<file path="config.mk">
export PLATFORM = sky130hd
export DESIGN_NAME = tile_grid_renderer_flat
export DESIGN_NICKNAME = d
export VERILOG_FILES = /design/src/rtl/tile_grid_renderer_if.sv /design/src/rtl/tile_grid_renderer.sv /design/src/flat_wrapper.sv
export SDC_FILE = /design/constraint.sdc
export NUM_CORES = 1
export LEC_CHECK = 0
export ABC_AREA = 1
export ABC_CLOCK_PERIOD_IN_PS = 1800
export CORE_MARGIN = 2
export CORE_UTILIZATION = 55
export DETAILED_ROUTE_END_ITERATION = 8
export PLACE_DENSITY = 0.84
export SKIP_LAST_GASP = 1
export SYNTH_ARGS = -nofsm -noshare
export SYNTH_HDL_FRONTEND = slang
export SYNTH_SLANG_ARGS = --single-unit
</file>
<file path="constraint.sdc">
create_clock -name clk -period 1.8 [get_ports clk]
set_clock_uncertainty 0.2 [all_clocks]
set_input_delay 0.18 -clock clk [delete_from_list [all_inputs] [get_ports clk]]
set_output_delay 0.18 -clock clk [all_outputs]
set_load 0.01 [all_outputs]
</file>
<file path="src/rtl/tile_grid_renderer_if.sv">
// tile_grid_renderer_if: bus between the VGA timing/game side and the tile renderer.
// Signals:
//   p_tick, visible, pixel_x, pixel_y : presented pixel from vga_sync_reg
//   cell_x, cell_y                    : cell address driven to the game core
//   cell_type                         : game core's cell type at (cell_x, cell_y)
//   pal_we, pal_addr, pal_data        : palette write port
//   rgb                               : {R,G,B} colour to the VGA pins
// Modports: master = timing/game side, slave = renderer.
interface tile_grid_renderer_if #(
    parameter int COLS   = 10,
    parameter int ROWS   = 20,
    parameter int TYPE_W = 3
);
    localparam int CXW = COLS > 1 ? $clog2(COLS) : 1;
    localparam int CYW = ROWS > 1 ? $clog2(ROWS) : 1;
    logic              p_tick;
    logic              visible;
    logic [9:0]        pixel_x;
    logic [9:0]        pixel_y;
    logic [CXW-1:0]    cell_x;
    logic [CYW-1:0]    cell_y;
    logic [TYPE_W-1:0] cell_type;
    logic              pal_we;
    logic [TYPE_W-1:0] pal_addr;
    logic [11:0]       pal_data;
    logic [11:0]       rgb;
    modport master (
        output p_tick, visible, pixel_x, pixel_y, cell_type, pal_we, pal_addr, pal_data,
        input  cell_x, cell_y, rgb
    );
    modport slave (
        input  p_tick, visible, pixel_x, pixel_y, cell_type, pal_we, pal_addr, pal_data,
        output cell_x, cell_y, rgb
    );
endinterface

</file>
<file path="src/rtl/tile_grid_renderer.sv">
// tile_grid_renderer: renders a COLS x ROWS tile board with border, grid lines and a writable palette.
// Ports:
//   clk     : pixel-domain clock
//   reset_n : synchronous active-low reset
//   bus     : tile_grid_renderer_if.slave (pixel stream in, cell address out, cell type in,
//             palette write port, rgb out)
// Pipeline: pixel presented at p_tick n -> cell address after p_tick n+1 -> rgb after p_tick n+2.
// Optional macro TILE_BEVEL_EN: shade non-empty cells lighter on the top/left edge, darker on
// the bottom/right edge.
module tile_grid_renderer #(
    parameter int          ORIGIN_X   = 220,
    parameter int          ORIGIN_Y   = 40,
    parameter int          CELL_W     = 20,
    parameter int          CELL_H     = 20,
    parameter int          COLS       = 10,
    parameter int          ROWS       = 20,
    parameter int          TYPE_W     = 3,
    parameter int          BORDER     = 2,
    parameter logic [11:0] BORDER_RGB = 12'hFFF,
    parameter logic [11:0] GRID_RGB   = 12'h222,
    parameter logic [11:0] BG_RGB     = 12'h000
) (
    input logic clk,
    input logic reset_n,
    tile_grid_renderer_if.slave bus
);
    localparam int CXW   = COLS > 1 ? $clog2(COLS) : 1;
    localparam int CYW   = ROWS > 1 ? $clog2(ROWS) : 1;
    localparam int SXW   = $clog2(CELL_W);
    localparam int SYW   = $clog2(CELL_H);
    localparam int X_END = ORIGIN_X + COLS * CELL_W;
    localparam int Y_END = ORIGIN_Y + ROWS * CELL_H;
    localparam int NPAL  = 1 << TYPE_W;

    logic [11:0]    pal [NPAL];
    logic [CXW-1:0] hcol;
    logic [SXW-1:0] hsub;
    logic           in_x;
    logic [CYW-1:0] vrow;
    logic [SYW-1:0] vsub;
    logic           in_y;
    // Coordinates registered on the same p_tick as the counters, so both describe one pixel.
    logic [9:0]     px, py;
    logic           vis0;
    logic           inside1, edge1, border1, vis1;
    logic           h_wrap, v_wrap, border0;
    logic [11:0]    cell_rgb, pix;
`ifdef TILE_BEVEL_EN
    logic [SXW-1:0] hsub1;
    logic [SYW-1:0] vsub1;

    function automatic logic [11:0] shade(logic [11:0] c, logic up);
        logic [11:0] r;
        for (int i = 0; i < 3; i++)
            r[4*i+:4] = up ? (c[4*i+:4] > 4'hB ? 4'hF : c[4*i+:4] + 4'h4)
                           : (c[4*i+:4] < 4'h4 ? 4'h0 : c[4*i+:4] - 4'h4);
        return r;
    endfunction
`endif

    function automatic logic [11:0] pal_default(int i);
        case (i)
            1:       return 12'h09D;
            2:       return 12'h04F;
            3:       return 12'hD90;
            4:       return 12'hFF0;
            5:       return 12'h0F3;
            6:       return 12'h80C;
            7:       return 12'hF00;
            default: return 12'h000;
        endcase
    endfunction

    assign h_wrap = hsub == SXW'(CELL_W - 1);
    assign v_wrap = vsub == SYW'(CELL_H - 1);
    // Border band is the grown rectangle minus the board itself, so a board that has lost
    // counter sync (after a mid-frame reset) shows background, not border.
    assign border0 = int'(px) >= ORIGIN_X - BORDER && int'(px) < X_END + BORDER &&
                     int'(py) >= ORIGIN_Y - BORDER && int'(py) < Y_END + BORDER &&
                     !(int'(px) >= ORIGIN_X && int'(px) < X_END &&
                       int'(py) >= ORIGIN_Y && int'(py) < Y_END);

    always_ff @(posedge clk) begin
        if (!reset_n) begin
            for (int i = 0; i < NPAL; i++) pal[i] <= pal_default(i);
        end else if (bus.pal_we) begin
            pal[bus.pal_addr] <= bus.pal_data;
        end
    end

    always_ff @(posedge clk) begin
        if (!reset_n) begin
            hcol <= '0; hsub <= '0; in_x <= 1'b0;
            vrow <= '0; vsub <= '0; in_y <= 1'b0;
            px <= '0; py <= '0; vis0 <= 1'b0;
            bus.cell_x <= '0; bus.cell_y <= '0;
            inside1 <= 1'b0; edge1 <= 1'b0; border1 <= 1'b0; vis1 <= 1'b0;
`ifdef TILE_BEVEL_EN
            hsub1 <= '0; vsub1 <= '0;
`endif
            bus.rgb <= '0;
        end else if (bus.p_tick) begin
            if (bus.pixel_x == 10'(ORIGIN_X)) begin
                hcol <= '0; hsub <= '0; in_x <= 1'b1;
            end else if (in_x) begin
                hsub <= h_wrap ? '0 : hsub + 1'b1;
                if (h_wrap) begin
                    hcol <= hcol == CXW'(COLS - 1) ? '0 : hcol + 1'b1;
                    in_x <= hcol != CXW'(COLS - 1);
                end
            end
            // Vertical counters step once per line, on the line's first pixel.
            if (bus.pixel_x == '0) begin
                if (bus.pixel_y == 10'(ORIGIN_Y)) begin
                    vrow <= '0; vsub <= '0; in_y <= 1'b1;
                end else if (bus.pixel_y == '0) begin
                    in_y <= 1'b0;
                end else if (in_y) begin
                    vsub <= v_wrap ? '0 : vsub + 1'b1;
                    if (v_wrap) begin
                        vrow <= vrow == CYW'(ROWS - 1) ? '0 : vrow + 1'b1;
                        in_y <= vrow != CYW'(ROWS - 1);
                    end
                end
            end
            px <= bus.pixel_x; py <= bus.pixel_y; vis0 <= bus.visible;
            bus.cell_x <= hcol; bus.cell_y <= vrow;
            inside1 <= in_x & in_y;
            edge1   <= hsub == '0 || vsub == '0;
            border1 <= border0;
            vis1    <= vis0;
`ifdef TILE_BEVEL_EN
            hsub1 <= hsub; vsub1 <= vsub;
`endif
            bus.rgb <= pix;
        end
    end

    always_comb begin
        cell_rgb = pal[bus.cell_type];
`ifdef TILE_BEVEL_EN
        if (bus.cell_type != '0 && edge1)
            cell_rgb = shade(cell_rgb, 1'b1);
        else if (bus.cell_type != '0 && (hsub1 == SXW'(CELL_W - 1) || vsub1 == SYW'(CELL_H - 1)))
            cell_rgb = shade(cell_rgb, 1'b0);
`endif
        pix = !vis1                                    ? 12'h000 :
              inside1 && bus.cell_type == '0 && edge1  ? GRID_RGB :
              inside1                                  ? cell_rgb :
              border1                                  ? BORDER_RGB : BG_RGB;
    end
endmodule

</file>
<file path="src/flat_wrapper.sv">
// flat-port wrapper written by rule: the top's interface ports become plain ports
module tile_grid_renderer_flat 
#(
    parameter int          ORIGIN_X   = 220,
    parameter int          ORIGIN_Y   = 40,
    parameter int          CELL_W     = 20,
    parameter int          CELL_H     = 20,
    parameter int          COLS       = 10,
    parameter int          ROWS       = 20,
    parameter int          TYPE_W     = 3,
    parameter int          BORDER     = 2,
    parameter logic [11:0] BORDER_RGB = 12'hFFF,
    parameter logic [11:0] GRID_RGB   = 12'h222,
    parameter logic [11:0] BG_RGB     = 12'h000
)
  (clk, reset_n, bus_p_tick, bus_visible, bus_pixel_x, bus_pixel_y, bus_cell_type, bus_pal_we, bus_pal_addr, bus_pal_data, bus_cell_x, bus_cell_y, bus_rgb);
  tile_grid_renderer_if #(.COLS(COLS), .ROWS(ROWS), .TYPE_W(TYPE_W)) bus_i ();
  input logic clk;
  input logic reset_n;
  input wire logic [$bits(bus_i.p_tick)-1:0] bus_p_tick;
  input wire logic [$bits(bus_i.visible)-1:0] bus_visible;
  input wire logic [$bits(bus_i.pixel_x)-1:0] bus_pixel_x;
  input wire logic [$bits(bus_i.pixel_y)-1:0] bus_pixel_y;
  input wire logic [$bits(bus_i.cell_type)-1:0] bus_cell_type;
  input wire logic [$bits(bus_i.pal_we)-1:0] bus_pal_we;
  input wire logic [$bits(bus_i.pal_addr)-1:0] bus_pal_addr;
  input wire logic [$bits(bus_i.pal_data)-1:0] bus_pal_data;
  output wire logic [$bits(bus_i.cell_x)-1:0] bus_cell_x;
  output wire logic [$bits(bus_i.cell_y)-1:0] bus_cell_y;
  output wire logic [$bits(bus_i.rgb)-1:0] bus_rgb;
  assign bus_i.p_tick = bus_p_tick;
  assign bus_i.visible = bus_visible;
  assign bus_i.pixel_x = bus_pixel_x;
  assign bus_i.pixel_y = bus_pixel_y;
  assign bus_i.cell_type = bus_cell_type;
  assign bus_i.pal_we = bus_pal_we;
  assign bus_i.pal_addr = bus_pal_addr;
  assign bus_i.pal_data = bus_pal_data;
  assign bus_cell_x = bus_i.cell_x;
  assign bus_cell_y = bus_i.cell_y;
  assign bus_rgb = bus_i.rgb;
  tile_grid_renderer #(.ORIGIN_X(ORIGIN_X), .ORIGIN_Y(ORIGIN_Y), .CELL_W(CELL_W), .CELL_H(CELL_H), .COLS(COLS), .ROWS(ROWS), .TYPE_W(TYPE_W), .BORDER(BORDER), .BORDER_RGB(BORDER_RGB), .GRID_RGB(GRID_RGB), .BG_RGB(BG_RGB)) u_core (.clk(clk), .reset_n(reset_n), .bus(bus_i));
endmodule
</file>
==> flow_metrics.py <==
metrics = {
    "yosys": {
        "synth_nets": 1061,
        "synth_top_area_share": 0.365,
        "synth_cell_types": 31,
        "synth-seq-area-share": 0.530,
        "syn-cell-area_sq_um": 7900,
        "yosysWarnings": 0,
        "synth_top_cell_by_area": "edfxtp_1",
        "syn_avg_cell_area_sq_um": 7.81,
        "synth_seq_cells": 161,
        "synth_area_leaders": "edfxtp_1 (37%), dfxtp_1 (16%), nand2_1 (13%)",
        "syn_inst": 1011,
    },
    "timing": {
        "clock.fmax_mhz": 570,
        "relSlewSlack": 0.676,
        "min_period_ns": 1.75,
        "final-max-slew-violation-count": 0,
        "rsz0062_at_grt": "no",
        "setup_viol": 0,
        "hold_viol_final": 0,
        "tightest_slew_ns": 0.486,
        "min_period_over_period": 0.974,
    },
    "cells_and_area": {
        "post_route_cells_drive_above_1_share": 0.108,
        "finalNetCount": 1181,
        "diodes": 0,
        "final_cell_mix": "nand2_1 (279), inv_1 (149), nor2_1 (129)",
        "utilization": 0.706,
        "n_fill_cell": 1031,
        "syn_to_final_growth_pct": 24.6,
        "layout_commonest_cell": "nand2_1",
        "design_area_sq_um": 9840,
    },
    "grt": {
        "antenna_found_initial": 0,
        "grt_pass1_wl_microns": 32100,
        "grt_overflow": 0,
        "track_usage": 0.280,
        "grt_max_degree": 46,
        "first_global_vias": 6446,
    },
    "drt": {
        "drtAntennaViolNets": 0,
        "vias": 7088,
        "avgViaCountPerCell": 5.35,
        "drt_wl_total_microns": 20400,
        "drtIter0Drc": 869,
        "drt-pass1-iter-count": 5,
        "wl_per_cell_microns": 15.4,
        "route.detailed.drc": 0,
    },
    "setup_path": {
        "cp-end-kind": "output pin",
        "critPathRequiredTime_ns": 1.42,
        "r2r-start": "u_core.vsub[0]",
        "cpMaxStageDelayCell": "clkdlybuf4s50_1",
        "cp-start-kind": "flip-flop",
        "worstSetupStartpoint": "u_core.bus.rgb[10]",
        "critPathBufInv": 1,
        "crit_type": "reg2out",
        "path_cells": "clkdlybuf4s50_1",
        "cpPeakStageDelay_ns": 0.56,
        "arrival_ns": 1.37,
        "cp_max_fo": 2,
        "cp_top_family": "buffers and inverters",
    },
    "clock_network": {
        "h-tree-depth": 4,
        "cts_root_buf": "clkbuf_16",
        "cts_buffers": 17,
        "path_clk_slew_ns": 0.06,
        "cts_tree": "yes",
        "cts_setup_buffers": 0,
        "insertion_delay_ns": 0.44,
        "cts_buffer_depth": 2,
        "clock-sinks": 161,
    },
    "die": {
        "die_y_microns": 124,
        "fp.dieArea_sq_um": 15300,
        "top_level_ports": 64,
        "core_area_sq_um": 13900,
        "start_util": 0.567,
        "num_rows": 43,
        "die_x_microns": 124,
    },
    "job": {
        "drv_cap": 0,
    },
    "power_and_ir_drop": {
        "ir_drop_mv": 0.727,
        "leakagePower_nw": 4.40,
        "power_density_nw_per_um2": 890,
    },
    "hold_path": {
        "hp-start": "bus_visible",
        "hp-class": "in2reg",
    },
    "place": {
        "postPlaceCellArea_sq_um": 9220,
        "place.gp.congestion": 0.969,
        "io_buffers": 63,
        "hpwlAfterDp_microns": 14000,
    },
    "outcome": {
        "status": "finished, final reports clean",
    },
}
## kinds of logic after synthesis
family,synth area share
AND/OR/NAND/NOR,0.290
adder cells (fa/ha/maj),0.0111
XOR/XNOR,0.00887
buffers and inverters,0.101
flip-flops,0.530
AO/OA/AOI/OAI,0.0586
## cell type report
class	count	area (sq um)	share of cell area
clock buffers	17	425	0.0433
clock inverters	15	184	0.0187
inverters	156	586	0.0595
multi-input cells	656	2920	0.297
flip-flops and latches	161	4180	0.425
well taps	180	225	0.0229
repair buffers	139	1310	0.134
## metal layers
layer / global-route usage / up-vias / wire (microns)
met1: 0.351 / 3251 / 8350
met3: 0.0540 / 43 / 1560
met4: 0.118 / 0 / 569
li1: - / 3455 / -
met5: 0 / - / 0
met2: 0.476 / 339 / 9940
## registers in the layout (all words and copies together) (netlist names), 4 cells and up
register and flops:
u_core.pal 96, u_core.bus.rgb 12, u_core.px 9, u_core.py 9, u_core.bus.cell_y 5, u_core.hsub 5, u_core.vrow 5, u_core.vsub 5
u_core.bus.cell_x 4, u_core.hcol 4
## metrics by stage
stage	std cells	setup slack (ns)	TNS (ns)	hold WS, ns	power, mW
after floorplan	1011	0.128	0	0.115	4.66
after global placement	1292	-0.214	-21.39	0.265	5.03
after detailed placement	1292	-0.263	-28.84	0.266	5.06
after CTS	1324	0.0371	0	0.146	8.76
after global routing	1324	0.000155	0	0.179	9.02
final	1324	0.0462	0	0.147	8.76
## synth_stat cells (all sizes together)
| cell | instances |
|---|---|
| buf | 27 |
| nand2b | 1 |
| o21bai | 1 |
| clkbuf | 11 |
| nand4 | 12 |
| nor3 | 8 |
| a211oi | 1 |
| nand3b | 1 |
| nand3 | 112 |
| and2 | 1 |
| a21oi | 49 |
| xor2 | 5 |
| nand2 | 282 |
| ha | 7 |
| xnor2 | 3 |
| dfxtp | 65 |
| nor2 | 134 |
| edfxtp | 96 |
| o211ai | 3 |
| o21ai | 36 |
| inv | 156 |
## report_power, final
group          switching (mW)  total (mW)  leakage [nW]  internal (mW)
Sequential             0.0710        4.15          1.47           4.08
Combinational           0.512       0.856          2.64          0.343
Clock                    1.55        3.75         0.294           2.20
Total                    2.14        8.76          4.40           6.62
## final timing paths
kind / endpoint / depth (start not counted) / slack, ns
min reg2reg: u_core.bus.rgb[1] / 2 / 0.27
max: bus_rgb[10] / 1 / 0.05
min: u_core.vis0 / 3 / 0.15
max reg2reg: u_core.vrow[4] / 6 / 0.14
## what timing repair did
action	4_1_cts	5_1_grt
endpoints found under the setup margin	0	1
hold buffers	0	0
gates resized for setup	0	1
endpoints found under the hold margin	0	0
Power figures use the tool's default switching activity.
